$ cat config.mk
export PLATFORM = sky130hd
export DESIGN_NAME = spi_slave_interface
export DESIGN_NICKNAME = d
export VERILOG_FILES = /design/src/rtl/spi_slave_interface.sv
export SDC_FILE = /design/constraint.sdc
export NUM_CORES = 1
export LEC_CHECK = 0
export BUFFER_PORTS_ARGS = -buffer_cell sky130_fd_sc_hd__buf_2
export CAP_MARGIN = 20
export CORE_MARGIN = 8
export CORE_UTILIZATION = 52
export DETAILED_ROUTE_END_ITERATION = 8
export GPL_TIMING_DRIVEN = 0
export HOLD_SLACK_MARGIN = 0.05
export PLACE_DENSITY = 0.75
export SYNTH_ARGS = -nofsm -noshare
export SYNTH_HDL_FRONTEND = slang
export SYNTH_SLANG_ARGS = --single-unit
$ cat constraint.sdc
create_clock -name clk -period 2.2 [get_ports clk]
set_input_delay 0 -clock clk [delete_from_list [all_inputs] [get_ports clk]]
set_output_delay 0 -clock clk [all_outputs]
set_load 0.05 [all_outputs]
$ cat src/rtl/spi_slave_interface.sv
// rtl/spi_slave_interface.sv - SPI mode-3 byte responder with pin synchronizers
// Receives/transmits bytes over scl/cs/mosi/miso and hands them to clk-domain logic.
module spi_slave_interface #(
  parameter int SYNC_STAGES = 2
) (
  input  logic       clk,
  input  logic       arstn,
  input  logic [7:0] byte_2_send,
  input  logic       msb_lsb,
  input  logic       ena_spi,
  output logic [7:0] byte_received,
  output logic       new_byte,
  output logic       tx_taken,
  output logic       end_trans,
  output logic       busy,
  input  logic       scl,
  input  logic       cs,
  input  logic       mosi,
  output logic       miso,
  output logic       miso_oe
);

  typedef enum logic [1:0] {IDLE, LOAD, SHIFT} state_t;

  logic [SYNC_STAGES-1:0] scl_sync_q, scl_sync_d;
  logic [SYNC_STAGES-1:0] cs_sync_q, cs_sync_d;
  logic [SYNC_STAGES-1:0] mosi_sync_q, mosi_sync_d;
  logic                   scl_prev_q, scl_prev_d;
  logic                   cs_prev_q, cs_prev_d;

  state_t     state_q, state_d;
  logic [3:0] rx_cnt_q, rx_cnt_d;
  logic [3:0] tx_cnt_q, tx_cnt_d;
  logic [7:0] rx_shift_q, rx_shift_d;
  logic [7:0] tx_shift_q, tx_shift_d;
  logic [7:0] byte_received_q, byte_received_d;
  logic       new_byte_q, new_byte_d;
  logic       end_trans_q, end_trans_d;
  logic       miso_q, miso_d;
  logic       miso_oe_q, miso_oe_d;
  logic       tx_taken_d;

  logic       scl_s, cs_s, mosi_s;
  logic       scl_rise, scl_fall, cs_rise, cs_fall;
  logic [2:0] tx_idx, rx_idx;

  always_comb begin
    scl_sync_d  = {scl_sync_q[SYNC_STAGES-2:0], scl};
    cs_sync_d   = {cs_sync_q[SYNC_STAGES-2:0], cs};
    mosi_sync_d = {mosi_sync_q[SYNC_STAGES-2:0], mosi};
    scl_prev_d  = scl_sync_q[SYNC_STAGES-1];
    cs_prev_d   = cs_sync_q[SYNC_STAGES-1];
  end

  assign scl_s    = scl_sync_q[SYNC_STAGES-1];
  assign cs_s     = cs_sync_q[SYNC_STAGES-1];
  assign mosi_s   = mosi_sync_q[SYNC_STAGES-1];
  assign scl_rise = scl_s & ~scl_prev_q;
  assign scl_fall = ~scl_s & scl_prev_q;
  assign cs_rise  = cs_s & ~cs_prev_q;
  assign cs_fall  = ~cs_s & cs_prev_q;

  assign tx_idx = msb_lsb ? (3'd7 - tx_cnt_q[2:0]) : tx_cnt_q[2:0];
  assign rx_idx = msb_lsb ? (3'd7 - rx_cnt_q[2:0]) : rx_cnt_q[2:0];

  always_comb begin
    state_d         = state_q;
    rx_cnt_d        = rx_cnt_q;
    tx_cnt_d        = tx_cnt_q;
    rx_shift_d      = rx_shift_q;
    tx_shift_d      = tx_shift_q;
    byte_received_d = byte_received_q;
    new_byte_d      = 1'b0;
    end_trans_d     = 1'b0;
    miso_d          = miso_q;
    miso_oe_d       = miso_oe_q;
    tx_taken_d      = 1'b0;

    case (state_q)
      IDLE: begin
        miso_d    = 1'b0;
        miso_oe_d = 1'b0;
        rx_cnt_d  = 4'd0;
        tx_cnt_d  = 4'd0;
        if (cs_fall && ena_spi) state_d = LOAD;
      end
      LOAD: begin
        if (!ena_spi) begin
          state_d   = IDLE;
          miso_d    = 1'b0;
          miso_oe_d = 1'b0;
        end else if (cs_rise) begin
          state_d     = IDLE;
          end_trans_d = 1'b1;
          miso_d      = 1'b0;
          miso_oe_d   = 1'b0;
        end else begin
          tx_shift_d = byte_2_send;
          tx_taken_d = 1'b1;
          miso_oe_d  = 1'b1;
          state_d    = SHIFT;
        end
      end
      SHIFT: begin
        if (!ena_spi) begin
          state_d   = IDLE;
          miso_d    = 1'b0;
          miso_oe_d = 1'b0;
        end else if (cs_rise) begin
          state_d     = IDLE;
          end_trans_d = 1'b1;
          miso_d      = 1'b0;
          miso_oe_d   = 1'b0;
        end else if (rx_cnt_q == 4'd8) begin
          // Byte boundary: publish RX and fetch the next TX byte without leaving SHIFT
          byte_received_d = rx_shift_q;
          new_byte_d      = 1'b1;
          rx_cnt_d        = 4'd0;
          tx_cnt_d        = 4'd0;
          tx_shift_d      = byte_2_send;
          tx_taken_d      = 1'b1;
        end else begin
          if (scl_fall && (tx_cnt_q < 4'd8)) begin
            miso_d   = tx_shift_q[tx_idx];
            tx_cnt_d = tx_cnt_q + 4'd1;
          end
          if (scl_rise) begin
            rx_shift_d[rx_idx] = mosi_s;
            rx_cnt_d           = rx_cnt_q + 4'd1;
          end
        end
      end
      default: state_d = IDLE;
    endcase
  end

  always_ff @(posedge clk or negedge arstn) begin
    if (!arstn) begin
      scl_sync_q      <= '1;
      cs_sync_q       <= '1;
      mosi_sync_q     <= '0;
      scl_prev_q      <= 1'b1;
      cs_prev_q       <= 1'b1;
      state_q         <= IDLE;
      rx_cnt_q        <= 4'd0;
      tx_cnt_q        <= 4'd0;
      rx_shift_q      <= 8'h00;
      tx_shift_q      <= 8'h00;
      byte_received_q <= 8'h00;
      new_byte_q      <= 1'b0;
      end_trans_q     <= 1'b0;
      miso_q          <= 1'b0;
      miso_oe_q       <= 1'b0;
    end else begin
      scl_sync_q      <= scl_sync_d;
      cs_sync_q       <= cs_sync_d;
      mosi_sync_q     <= mosi_sync_d;
      scl_prev_q      <= scl_prev_d;
      cs_prev_q       <= cs_prev_d;
      state_q         <= state_d;
      rx_cnt_q        <= rx_cnt_d;
      tx_cnt_q        <= tx_cnt_d;
      rx_shift_q      <= rx_shift_d;
      tx_shift_q      <= tx_shift_d;
      byte_received_q <= byte_received_d;
      new_byte_q      <= new_byte_d;
      end_trans_q     <= end_trans_d;
      miso_q          <= miso_d;
      miso_oe_q       <= miso_oe_d;
    end
  end

  assign byte_received = byte_received_q;
  assign new_byte      = new_byte_q;
  assign tx_taken      = tx_taken_d;
  assign end_trans     = end_trans_q;
  assign busy          = (state_q != IDLE);
  assign miso          = miso_q;
  assign miso_oe       = miso_oe_q;

endmodule

Word-level counts from Yosys, hierarchy flattened
Index checks and enable logic that the tools add are counted.
{"block": "word_totals", "word_cells": 112, "output_inout_bits": 14, "reg_bits": 46, "in_bits": 15}
{"block": "op_classes", "reduce_logical": 17, "add_sub_neg": 4, "bitwise_logic": 10, "mux": 47, "eq_ne": 15, "n_lt_le_gt_ge": 4}
{"op": "$mux 8", "n": 5}
{"op": "$mux 4", "n": 8}
{"op": "$mux 1", "n": 17}
{"op": "$pmux 4 s2", "n": 2}
{"op": "$pmux 8 s2", "n": 1}
{"op": "$reduce_and 4->1", "n": 4}
{"op": "$ne 2x2->1 const B", "n": 6}
{"op": "$ne 3x3->1 const B", "n": 4}
{"op": "$mux 2", "n": 5}
{"op": "$add 4x1->4 const B", "n": 2}
{"op": "$bwmux 8", "n": 1}
{"op": "$lt 3x4->1 const B", "n": 2}
{"op": "$ne 4x4->1 const B", "n": 2}
{"op": "$mux 3", "n": 2}
{"op": "$not 1->1", "n": 6}
{"op": "$pmux 1 s3", "n": 2}
{"op": "$pmux 2 s3", "n": 1}
{"op": "$reduce_and 6->1", "n": 1}
{"op": "$reduce_bool 2->1", "n": 3}
{"op": "$sub 3x3->3 const A", "n": 2}
{"op": "$reduce_and 5->1", "n": 1}
{"op": "$and 1x1->1", "n": 4}
{"op": "$eq 4x4->1 const B", "n": 1}
{"op": "$lt 4x4->1 const B", "n": 1}
{"op": "11 further kinds", "n": 14}

Logic depth before layout (Yosys ltp)
Gate-level depths: netlist of the first run.
{"block": "logic_depth", "depth_word": 9, "ltp_mapped": 8, "ltp_nobuf": 6}

Worst setup path after synthesis of the first run
No wires, ideal clock.
{"block": "synth_timing", "path_kind": "register to output", "start": "register rx_cnt_q[0]", "end": "output tx_taken", "slack_ps": -476, "t_required_ps": 2200, "path_stages_with_launch": 8, "path_buffers": 2, "arrival_time_ps": 2676, "cell_sequence": "dfrtp_1 > clkbuf_1 > inv_1 > ha_1 > and3b_1 > nand4_1 > clkbuf_1 > a21boi_0"}
{"block": "synth_via", "elab_chain_len": 5}
{"element": "start, declared", "line": "32", "source": "logic [3:0] rx_cnt_q, rx_cnt_d;"}
{"element": "start signal, assigned", "line": "161", "source": "rx_cnt_q <= rx_cnt_d;"}
{"element": "$eq 4x4->1", "line": "114", "source": "end else if (rx_cnt_q == 4'd8) begin"}
{"element": "$mux 1", "line": "114"}
{"element": "$mux 1", "line": "109", "source": "end else if (cs_rise) begin"}
{"element": "$mux 1", "line": "105", "source": "if (!ena_spi) begin"}
{"element": "$pmux 1 s2", "line": "79", "source": "case (state_q)"}
{"element": "end, declared", "line": "13", "source": "output logic tx_taken,"}
Every way passes these cells.

Worst setup path in the final report of the first run
Same ends and word-level chain as after synthesis.

==> metrics.yaml, run 1 <==
detailed_routing:
  ant_nets: 0
  routed_wl_mm: 5.576
  drt-vias-per-instance: 5.869
  vias: 1978
  dr.pass1.iters: 4
  wl_per_cell_um: 16.55
  drc_errors: 0
  drt_iter0_drc: 185
timing:
  hold_viol_final: 0
  fin_tns_setup_ps: 0
  fin_worst_skew_ps: 12.94
  drv_slew: 0
  fin_ws_ps: 94.28
  setup_viol: 0
  whs_ps: 69.91
  slew_headroom: 0.5506
  min_period_over_period: 0.9571
  worstMarginPinSlew_ps: 668.5
  fmax_mhz: 474.9
  post-route-min-period_ps: 2106
critical_path:
  critPathKind: "flip-flop to output port"
  r2r_cells: 6
  crit_path_end_kind: "output port"
  r2r_slack_ps: 120
  r2r-end: "tx_cnt_q[2]"
  critPathMaxFanout: 10
  worstPathArrival_ps: 2110
  worstSetupEndpoint: "tx_taken"
  regToRegStartpoint: "rx_cnt_q[0]"
  worst_ep_required_time_ps: 2200
  setup.worst_path.start: "rx_cnt_q[0]"
  start_kind: "flip-flop"
die:
  start_util: 0.5265
  die_h_um: 84.24
  coreArea_um2: 4598
  die_w_um: 84.24
  die-area_um2: 7096
  pin_count: 29
  num_rows: 25
job:
  cap_violations: 0
cells_and_area:
  layout.nets: 304
  fill_cells: 349
  area_growth_pct: 23.67
  final_area_um2: 2994
  multi_input_area_um2: 1174
  antenna_cells: 0
  final-seq-area_um2: 1161
  drive_gt1_frac: 0.3145
place:
  gp_congestion: 0.9020
  dp_slack_ps: -564.3
  portBuffers: 28
  hpwl_mm: 3.737
  dpl_cell_area_um2: 2633
logic_synthesis:
  synth_area_leaders: "dfrtp_1 41%, mux2_2 8.8%, dfstp_2 6.5%, ha_1 3.6%, mux2i_1 3.3%"
  ys_top_cells_by_count: "40 x dfrtp_1, 19 x mux2_2, 16 x nand2_1"
  synth_top_area_frac: 0.4134
  synth_edf_count: 0
  yosysMostFrequentCell: "dfrtp_1"
  synth-xor-area-share: 0.007235
  syn_nets: 246
  synth_top_family_by_area: "compound AO/OA/AOI/OAI gates"
  synth_compound_area_frac: 0.1654
  ys_seq_elements: 46
  avgSynthCellArea_um2: 10.81
  synthFlopType: "dfrtp_1"
  synth-simple-area-share: 0.1494
  netlist_area_um2: 2421
  synth_top_area_cell: "dfrtp_1"
  seq_area_frac_synth: 0.4786
  postSynthCellCount: 224
  async_flop_share: 1.000
  synthAdderAreaFrac: 0.03618
  synth_mux_area_frac: 0.1214
  ys_warn_count: 0
  ys_types: 52
pwr:
  p_leak_nw: 1.357
  vdd_drop_max_uv: 545.3
  p_per_area_nw_per_um2: 796.4
  power_mw: 2.385
global_routing:
  grt_max_degree: 47
  track_usage: 0.1565
  grt_pass1_wl_mm: 9.266
  antenna_found_initial: 0
  grt_pass1_vias: 1936
  overflow: 0
clocking:
  cts_buffers: 5
  clk_pin_slew_ps: 90
  htree_levels: 2
  cts.sinks: 46
  cts_buffer_depth: 2
  clk_latency_ps: 300
  root_buffer: "clkbuf_8"
  cts_tree: "built"
hold_path:
  hp-class: "primary input to async pin"
run_status:
  outcome: "completed"
per-stage QoR:
step | utilization | instances
after floorplan | - | 224
after global placement | 0.5725 | 306
after detailed placement | 0.5725 | 306
after CTS | 0.6294 | 326
after global routing | 0.6512 | 337
final | 0.6512 | 337
power breakdown:
part,switching [mW],internal (mW)
combinational,0.423,0.318
sequential,0.0877,0.978
clock,0.289,0.288
flip-flops by register name, indices dropped and copies added (netlist names):
register and flops:
rx_shift_q 8, end_trans 1, cs_sync_q 2, tx_shift_q 8
scl_sync_q 2, miso_oe 1, tx_cnt_q 4, state_q 2
new_byte 1, byte_received 8, mosi_sync_q 2, scl_prev_q 1
cs_prev_q 1, miso 1, rx_cnt_q 4
logic make-up (layout without fill, tap and decap cells):
family / Yosys count / in the layout
XOR/XNOR: 2 / 2
flip-flops: 46 / 46
AND/OR/NAND/NOR: 64 / 64
multiplexers: 27 / 27
adder cells (fa/ha/maj): 7 / 7
AO/OA/AOI/OAI: 52 / 52
buffers and inverters: 26 / 85
cells in the final DEF, fill, tap and decap left out, types with 5 or more instances in the layout:
| master | instances |
|---|---|
| dfstp_2 | 6 |
| dfrtp_1 | 38 |
| o21ai_0 | 6 |
| mux2i_1 | 8 |
| clkbuf_8 | 7 |
| dlygate4sd3_1 | 13 |
| inv_1 | 14 |
| buf_2 | 31 |
| nor4_1 | 5 |
| a2bb2oi_1 | 5 |
| mux2_2 | 19 |
| buf_4 | 11 |
| ha_1 | 6 |
| a21oi_1 | 5 |
| nand2_1 | 16 |
| nand3_1 | 8 |
| nor2_1 | 7 |
layer usage:
layer | global-route usage | vias to the layer above | part of all wire | routed length [um]
li1 | - | 963 | - | -
met1 | 0.2001 | 950 | 0.46 | 2562
met2 | 0.2389 | 55 | 0.46 | 2574
met3 | 0.04937 | 10 | 0.059 | 327
met4 | 0.06122 | 0 | 0.020 | 112
met5 | 0 | - | 0 | 0
critical path, cell delays in order, from the launching register on:
cell and delay (ps):
dfrtp_2 480, inv_1 130, ha_2 220, and3b_1 210, nand4_1 230, buf_8 220, a21boi_2 130, buf_6 170
how the worst min path moves through the flow:
stage                 start  slack, ps  cells past startpoint          endpoint
finish                arstn         70                      2  byte_received[3]
global route          arstn         90                      2  byte_received[3]
CTS                 msb_lsb        250                      3     rx_shift_q[7]
detailed placement      scl        110                      1     scl_sync_q[0]
global placement        scl        100                      1     scl_sync_q[0]
floorplan             arstn       -300                      0  byte_received[0]
final cells by class:
type                    count  share of cell area
clock buffers               7             0.03218
repair buffers             53              0.1266
flip-flops and latches     46              0.3878
plain buffers              10             0.01839
inverters                  14             0.01755
multi-input cells         152              0.3920
clock inverters             1            0.002925
well taps                  54             0.02257
repair_timing:
item / in CTS / in global routing
pin swaps: 0 / 1
endpoints found under the hold margin: 52 / 0
hold buffers: 13 / 0
setup buffers: 1 / 10
gates resized for setup: 9 / 4
endpoints found under the setup margin: 33 / 18
Note: power is estimated with default switching activity, not from simulation.
==> run 2: changes to the inputs <==
--- a/config.mk
+++ b/config.mk
@@ -5,10 +5,12 @@
 export SDC_FILE = /design/constraint.sdc
 export NUM_CORES = 1
 export LEC_CHECK = 0
+export ABC_AREA = 1
+export ABC_CLOCK_PERIOD_IN_PS = 2200
 export BUFFER_PORTS_ARGS = -buffer_cell sky130_fd_sc_hd__buf_2
 export CAP_MARGIN = 20
 export CORE_MARGIN = 8
-export CORE_UTILIZATION = 52
+export CORE_UTILIZATION = 51
 export DETAILED_ROUTE_END_ITERATION = 8
 export GPL_TIMING_DRIVEN = 0
 export HOLD_SLACK_MARGIN = 0.05
==> run 2 against run 1 <==
Combinational power up 17%. Routed wire length down 28%. Clock-buffer cell count unchanged. Clock skew down 7.1 ps. Synthesized area down 10%. Sequential power about the same. Register-to-register slack better by 220 ps. Via count down 16%. Non-clock buffer count down 18. Die area down 6.8%. Global-route usage down 2.0 points.
==> metrics.yaml, run 2 <==
pwr:
  p_per_area_nw_per_um2: 950.9  # +19%
  seq_power_share: 0.429  # -0.018
  clkPwrFrac: 0.225  # -0.017
  switching_share: 0.3803  # +0.04477
  p_comb_frac: 0.346  # +0.035
  p_leak_nw: 1.360  # +0.27%
  vdd_drop_max_uv: 499.1  # -8.5%
  p_int_mw: 1.559  # -1.6%
  p_switching_uw: 956.6  # +20%
logic_synthesis:
  ys_top_cells_by_count: "47 x nand2_1, 40 x dfrtp_1, 33 x inv_1"
  seq_area_frac_synth: 0.5322  # +0.05363
  ys_types: 26  # -50%
  netlist_area_um2: 2177  # -10%
  async_flop_share: 1.000  # unchanged
  synth_edf_count: 0  # unchanged
  syn_nets: 256  # +4.1%
  synthFlopType: "dfrtp_1"
  synth_top_area_frac: 0.4598  # +0.04633
  ys_seq_elements: 46  # unchanged
  postSynthCellCount: 234  # +4.5%
  yosysMostFrequentCell: "nand2_1"
  avgSynthCellArea_um2: 9.304  # -14%
  ys_warn_count: 0  # unchanged
  synth_area_leaders: "dfrtp_1 46%, nand2_1 8.1%, dfstp_2 7.2%, nand3_1 6.2%, inv_1 5.7%"
  synth_top_area_cell: "dfrtp_1"
die:
  coreArea_um2: 4058  # -12%
  die_w_um: 81.34  # -3.4%
  pin_count: 29  # unchanged
  die_h_um: 81.34  # -3.4%
  die-area_um2: 6615  # -6.8%
  start_util: 0.5365  # +0.01001
  num_rows: 23  # -8.0%
place:
  dp.cells: 311  # +1.6%
  portBuffers: 27  # -3.6%
  gp_congestion: 0.8665  # -3.9%
  hpwl_mm: 2.899  # -22%
  dp_slack_ps: 329.5  # +893.8 ps
cells_and_area:
  antenna_cells: 0  # unchanged
  utilization: 0.6519  # +0.0007100
  layout_common_cells: "47 x nand2_1, 40 x dfrtp_1, 33 x inv_1"
  area_growth_pct: 21.49
  layout.nets: 306  # +0.66%
  final_cells: 335  # -0.59%
  drive_gt1_frac: 0.2281  # -0.08642
  final_common_cell: "nand2_1"
  fill_cells: 312  # -11%
global_routing:
  grt_pass1_wl_mm: 7.224  # -22%
  grt_max_degree: 47  # unchanged
  grt_pass1_vias: 1649  # -15%
  antenna_found_initial: 0  # unchanged
  overflow: 0  # unchanged
  track_usage: 0.1362  # -0.02022
critical_path:
  start_kind: "flip-flop"
  worst_ep_required_time_ps: 2200  # about the same
  crit_path_end_kind: "output port"
  regToRegStartpoint: "state_q[0]"
  setup.worst_path.start: "state_q[0]"
  cp_common_cell: "nor2_1"
  critical-path-slowest-cell: "dfrtp_1"
  critPathKind: "flip-flop to output port"
  critPathMaxFanout: 7  # -3
  slowest_delay_ps: 410  # -70 ps
  cp_cell_sequence: "inv_1, ha_1, nand3_4, nor2_4, nor2_1, nor2_1, buf_2"
  crit_family: "simple AND/OR/NAND/NOR gates"
  worstPathArrival_ps: 1930  # -180 ps
  path_buf_inv: 2  # -1
hold_path:
  hp-class: "primary input to async pin"
timing:
  drv_slew: 0  # unchanged
  min_period_over_period: 0.8793  # -0.07790
  fin_worst_skew_ps: 5.843  # -7.099 ps
  slew_headroom: 0.7353  # +0.1847
  hold_viol_final: 0  # unchanged
  setup_viol: 0  # unchanged
  fin_tns_setup_ps: 0  # unchanged
  post-route-min-period_ps: 1934  # -171.4 ps
  fin_ws_ps: 265.6  # +171.4 ps
  fmax_mhz: 517.0  # +8.9%
  rsz0062_at_grt: "false"
  worstMarginPinSlew_ps: 392.8  # -275.6 ps
detailed_routing:
  vias: 1670  # -16%
  drc_errors: 0  # unchanged
  routed_wl_mm: 4.036  # -28%
  drt-vias-per-instance: 4.985  # -15%
  ant_nets: 0  # unchanged
  drt_iter0_drc: 72  # -61%
  wl_per_cell_um: 12.05  # -27%
  dr.pass1.iters: 4  # unchanged
clocking:
  cts_tree: "built"
  cts.sinks: 46  # unchanged
  clk_latency_ps: 300  # about the same
  cts_buffer_depth: 2  # unchanged
  clk_pin_slew_ps: 80  # about the same
  htree_levels: 2  # unchanged
  cts_buffers: 5  # unchanged
  root_buffer: "clkbuf_8"
run_status:
  outcome: "completed"
job:
  cap_violations: 0  # unchanged
-- run 2: cell families after synthesis --
group | Yosys count | synth area share
and+or+nand+nor | 97 | 0.2132
DFF | 46 | 0.5322
buffers and inverters | 38 | 0.06954
AOI/OAI and AO/OA | 33 | 0.08333
muxes | 8 | 0.04138
adders and majority gates | 7 | 0.04023
xor gates and xnor gates | 5 | 0.02011
-- run 2: final cells by class --
cell class              count  area, um^2  share of cell area
multi-input cells         150       867.1              0.3278
repair buffers             43       300.3              0.1135
flip-flops and latches     46        1159              0.4380
plain buffers               2       16.27            0.006149
inverters                  36       135.1             0.05109
well taps                  50       62.56             0.02365
clock inverters             1       8.758            0.003311
clock buffers               7       96.34             0.03642
-- run 2: timing repair --
action	4_1_cts	5_1_grt
buffers inserted	0	2
hold buffers	13	0
gates resized for setup	0	0
setup endpoints to repair	0	1
endpoints found under the hold margin	52	0
-- run 2: through the flow --
stage	total power, mW	area (um^2)	hold slack (ps)
after floorplan	1.737	2177	-295.6
final	2.515	2645	91.35
after detailed placement	1.938	2375	107.9
after global routing	2.715	2645	116.6
after global placement	1.907	2375	104.8
after CTS	2.527	2610	235.0
-- run 2: power by group through the flow --
| stage | combinational, mW | sequential, mW | clock (mW) |
|---|---|---|---|
| after CTS | 0.863 | 1.08 | 0.583 |
| after global placement | 0.819 | 1.09 | 0 |
| final | 0.869 | 1.08 | 0.567 |
| after detailed placement | 0.842 | 1.10 | 0 |
| after floorplan | 0.630 | 1.11 | 0 |
| after global routing | 0.997 | 1.10 | 0.618 |
-- run 2: path summary, 6_finish.rpt --
kind,end,slack [ps],depth (start not counted)
max in group asynchronous,scl_sync_q[0],1580,3
min,end_trans,90,2
max,tx_taken,270,7
min in group clk,miso,230,5
max reg2reg,byte_received[1],340,6
min reg2reg,mosi_sync_q[1],350,0
-- run 2: metal layers --
layer  wire [um]  up-vias  track usage
met5           0        -            0
met4          70        0      0.04821
met1        1772      782       0.1616
met3         210        9      0.03863
li1            -      850            -
met2        1983       29       0.2299
==> run 3: changes to the inputs <==
--- a/config.mk
+++ b/config.mk
@@ -5,16 +5,16 @@
 export SDC_FILE = /design/constraint.sdc
 export NUM_CORES = 1
 export LEC_CHECK = 0
-export ABC_AREA = 1
 export ABC_CLOCK_PERIOD_IN_PS = 2200
 export BUFFER_PORTS_ARGS = -buffer_cell sky130_fd_sc_hd__buf_2
 export CAP_MARGIN = 20
 export CORE_MARGIN = 8
-export CORE_UTILIZATION = 51
+export CORE_UTILIZATION = 52
 export DETAILED_ROUTE_END_ITERATION = 8
 export GPL_TIMING_DRIVEN = 0
 export HOLD_SLACK_MARGIN = 0.05
 export PLACE_DENSITY = 0.75
+export SETUP_SLACK_MARGIN = 0.3
 export SYNTH_ARGS = -nofsm -noshare
 export SYNTH_HDL_FRONTEND = slang
 export SYNTH_SLANG_ARGS = --single-unit
==> run 3 against run 2 <==
Die area up 7.3%. Utilization rose by 3.4 points. Hold slack about the same. Clock-buffer cell count rose by 1. Critical path depth fell by 3. Design area rose by 19%. Power is 0.33% lower. Sequential share of layout area down 7.0 points. Sequential power about the same. Largest cell class is now multi-input combinational cells. Largest power group unchanged.
==> metrics.yaml, run 3 (synthesized netlist as in run 1, its figures left out) <==
critical_path:
  worst_ep_required_time_ps: 2440  # +240 ps
  critPathMaxFanout: 5  # -2
  critPathKind: "flip-flop to flip-flop"
  slowest_delay_ps: 540  # +130 ps
  cp_cell_sequence: "or3b_4, a2111o_1, a2111o_1, nand2_1"
  regToRegStartpoint: "scl_prev_q"
  crit_family: "compound AO/OA/AOI/OAI gates"
  r2r_cells: 4  # -2
  worstPathArrival_ps: 2160  # +230 ps
  start_kind: "flip-flop"
  critical-path-slowest-cell: "dfstp_2"
  cp_common_cell: "a2111o_1"
  crit_path_end_kind: "flip-flop"
  path_buf_inv: 0  # -2
  r2r_slack_ps: 280  # -60 ps
  r2r-end: "tx_cnt_q[2]"
cells_and_area:
  layout_common_cells: "39 x dfrtp_1, 29 x buf_2, 19 x mux2_2"
  layout.nets: 309  # +0.98%
  antenna_cells: 0  # unchanged
  final_common_cell: "dfrtp_1"
  area_growth_pct: 30.18
  final_cells: 342  # +2.1%
  drive_gt1_frac: 0.3646  # +0.1365
  utilization: 0.6854  # +0.03358
  fill_cells: 333  # +6.7%
pwr:
  power_mw: 2.507  # -0.33%
  p_per_area_nw_per_um2: 795.4  # -16%
  p_leak_nw: 1.419  # +4.3%
  vdd_drop_max_uv: 566.7  # +14%
clocking:
  htree_levels: 2  # unchanged
  cts.sinks: 46  # unchanged
  cts_buffers: 5  # unchanged
  clk_pin_slew_ps: 90  # about the same
  cts_tree: "built"
  cts_buffer_depth: 2  # unchanged
  clk_latency_ps: 300  # about the same
  root_buffer: "clkbuf_8"
detailed_routing:
  vias: 2026  # +21%
  wl_per_cell_um: 16.63  # +38%
  drt_iter0_drc: 152  # +110%
  routed_wl_mm: 5.688  # +41%
  dr.pass1.iters: 4  # unchanged
  drc_errors: 0  # unchanged
  ant_nets: 0  # unchanged
  drt-vias-per-instance: 5.924  # +19%
timing:
  slew_headroom: 0.6557  # -0.07963
  hold_viol_final: 0  # unchanged
  setup_viol: 0  # unchanged
  whs_ps: 91.38  # +0.03330 ps
  fmax_mhz: 521.1  # +0.80%
  worstMarginPinSlew_ps: 503.4  # +110.6 ps
  post-route-min-period_ps: 1919  # -15.34 ps
  fin_worst_skew_ps: 7.835  # +1.992 ps
  rsz0062_at_grt: "true"
  drv_slew: 0  # unchanged
  min_period_over_period: 0.8723  # -0.006975
place:
  hpwl_mm: 3.707  # +28%
  dp.cells: 306  # -1.6%
  gp_congestion: 0.9216  # +6.4%
  portBuffers: 28  # +3.7%
die:
  die-area_um2: 7096  # +7.3%
  pin_count: 29  # unchanged
  start_util: 0.5265  # -0.01001
  num_rows: 25  # +8.7%
  coreArea_um2: 4598  # +13%
  die_h_um: 84.24  # +3.6%
  die_w_um: 84.24  # +3.6%
hold_path:
  hold_start: "ena_spi"
  hp-class: "primary input to flip-flop"
  hold_end: "state_q[0]"
  min_path_cells: 3
global_routing:
  grt_pass1_vias: 2046  # +24%
  overflow: 0  # unchanged
  grt_pass1_wl_mm: 9.377  # +30%
  track_usage: 0.1622  # +0.02598
  antenna_found_initial: 0  # unchanged
  grt_max_degree: 47  # unchanged
job:
  cap_violations: 0  # unchanged
run_status:
  outcome: "completed"
==> run 3: cell types whose count changed in the layout (fill, tap and decap cells not counted), sizes merged, moves of 5 or more <==
cell     previous run  this run
clkbuf              7        15
buf                32        49
mux2                8        19
nand2              48        16
nand3              28         8
mux2i               0         8
o21ai              29         6
nor2               16         7
a2bb2oi             0         5
nor4                0         6
inv                36        14
==> run 3: per-layer routing <==
metal	GRT usage	up-vias	part of all wire
li1	-	969	-
met1	0.1947	989	0.43
met2	0.2597	52	0.49
met3	0.03582	16	0.037
met4	0.09576	0	0.034
met5	0	-	0
==> run 3: how the worst max path moves through the flow <==
stage          depth (start not counted)  slack, ps            end           from
2_1_floorplan                          7        300    tx_cnt_q[2]    rx_cnt_q[0]
3_3_place_gp                           4        -40  rx_shift_q[7]  scl_sync_q[1]
3_5_place_dp                           4        -30  rx_shift_q[7]  scl_sync_q[1]
4_1_cts                                4        290    tx_cnt_q[2]     scl_prev_q
5_1_grt                                8        200       tx_taken    rx_cnt_q[0]
6_report                               4        280    tx_cnt_q[2]     scl_prev_q
==> run 3: layout make-up <==
class | count | area, um^2 | area share
plain buffers | 12 | 100.1 | 0.03176
clock buffers | 8 | 110.1 | 0.03493
inverters | 14 | 60.06 | 0.01906
multi-input cells | 152 | 1239 | 0.3930
flip-flops and latches | 46 | 1160 | 0.3680
well taps | 54 | 67.56 | 0.02144
repair buffers | 56 | 415.4 | 0.1318
==> run 3: per-stage QoR <==
step / setup TNS [ps] / instance area (um^2) / setup slack, ps
6_report: 0 / 3152 / 281.0
3_5_place_dp: -34.88 / 2661 / -34.88
4_1_cts: 0 / 3044 / 289.8
5_1_grt: 0 / 3152 / 204.2
2_1_floorplan: 0 / 2454 / 299.9
3_3_place_gp: -41.08 / 2661 / -41.08
==> run 3: what timing repair did <==
action | CTS | global route
setup buffers | 8 | 7
pin swaps | 3 | 4
hold buffers | 12 | 0
setup endpoints to repair | 29 | 26
cloned | 0 | 0
endpoints found under the hold margin | 51 | 0
resized for setup | 19 | 13
==> run 3: worst reg2reg max path, delay by kind of cell (launching register included) <==
family	cells	cell delay, ps
AO/OA/AOI/OAI	2	880
flip-flops	1	540
AND/OR/NAND/NOR	2	450
==> run 3: report_power, final <==
part | internal [mW] | switching (mW)
sequential | 0.978 | 0.0936
clock | 0.317 | 0.278
combinational | 0.384 | 0.455
total | 1.68 | 0.827
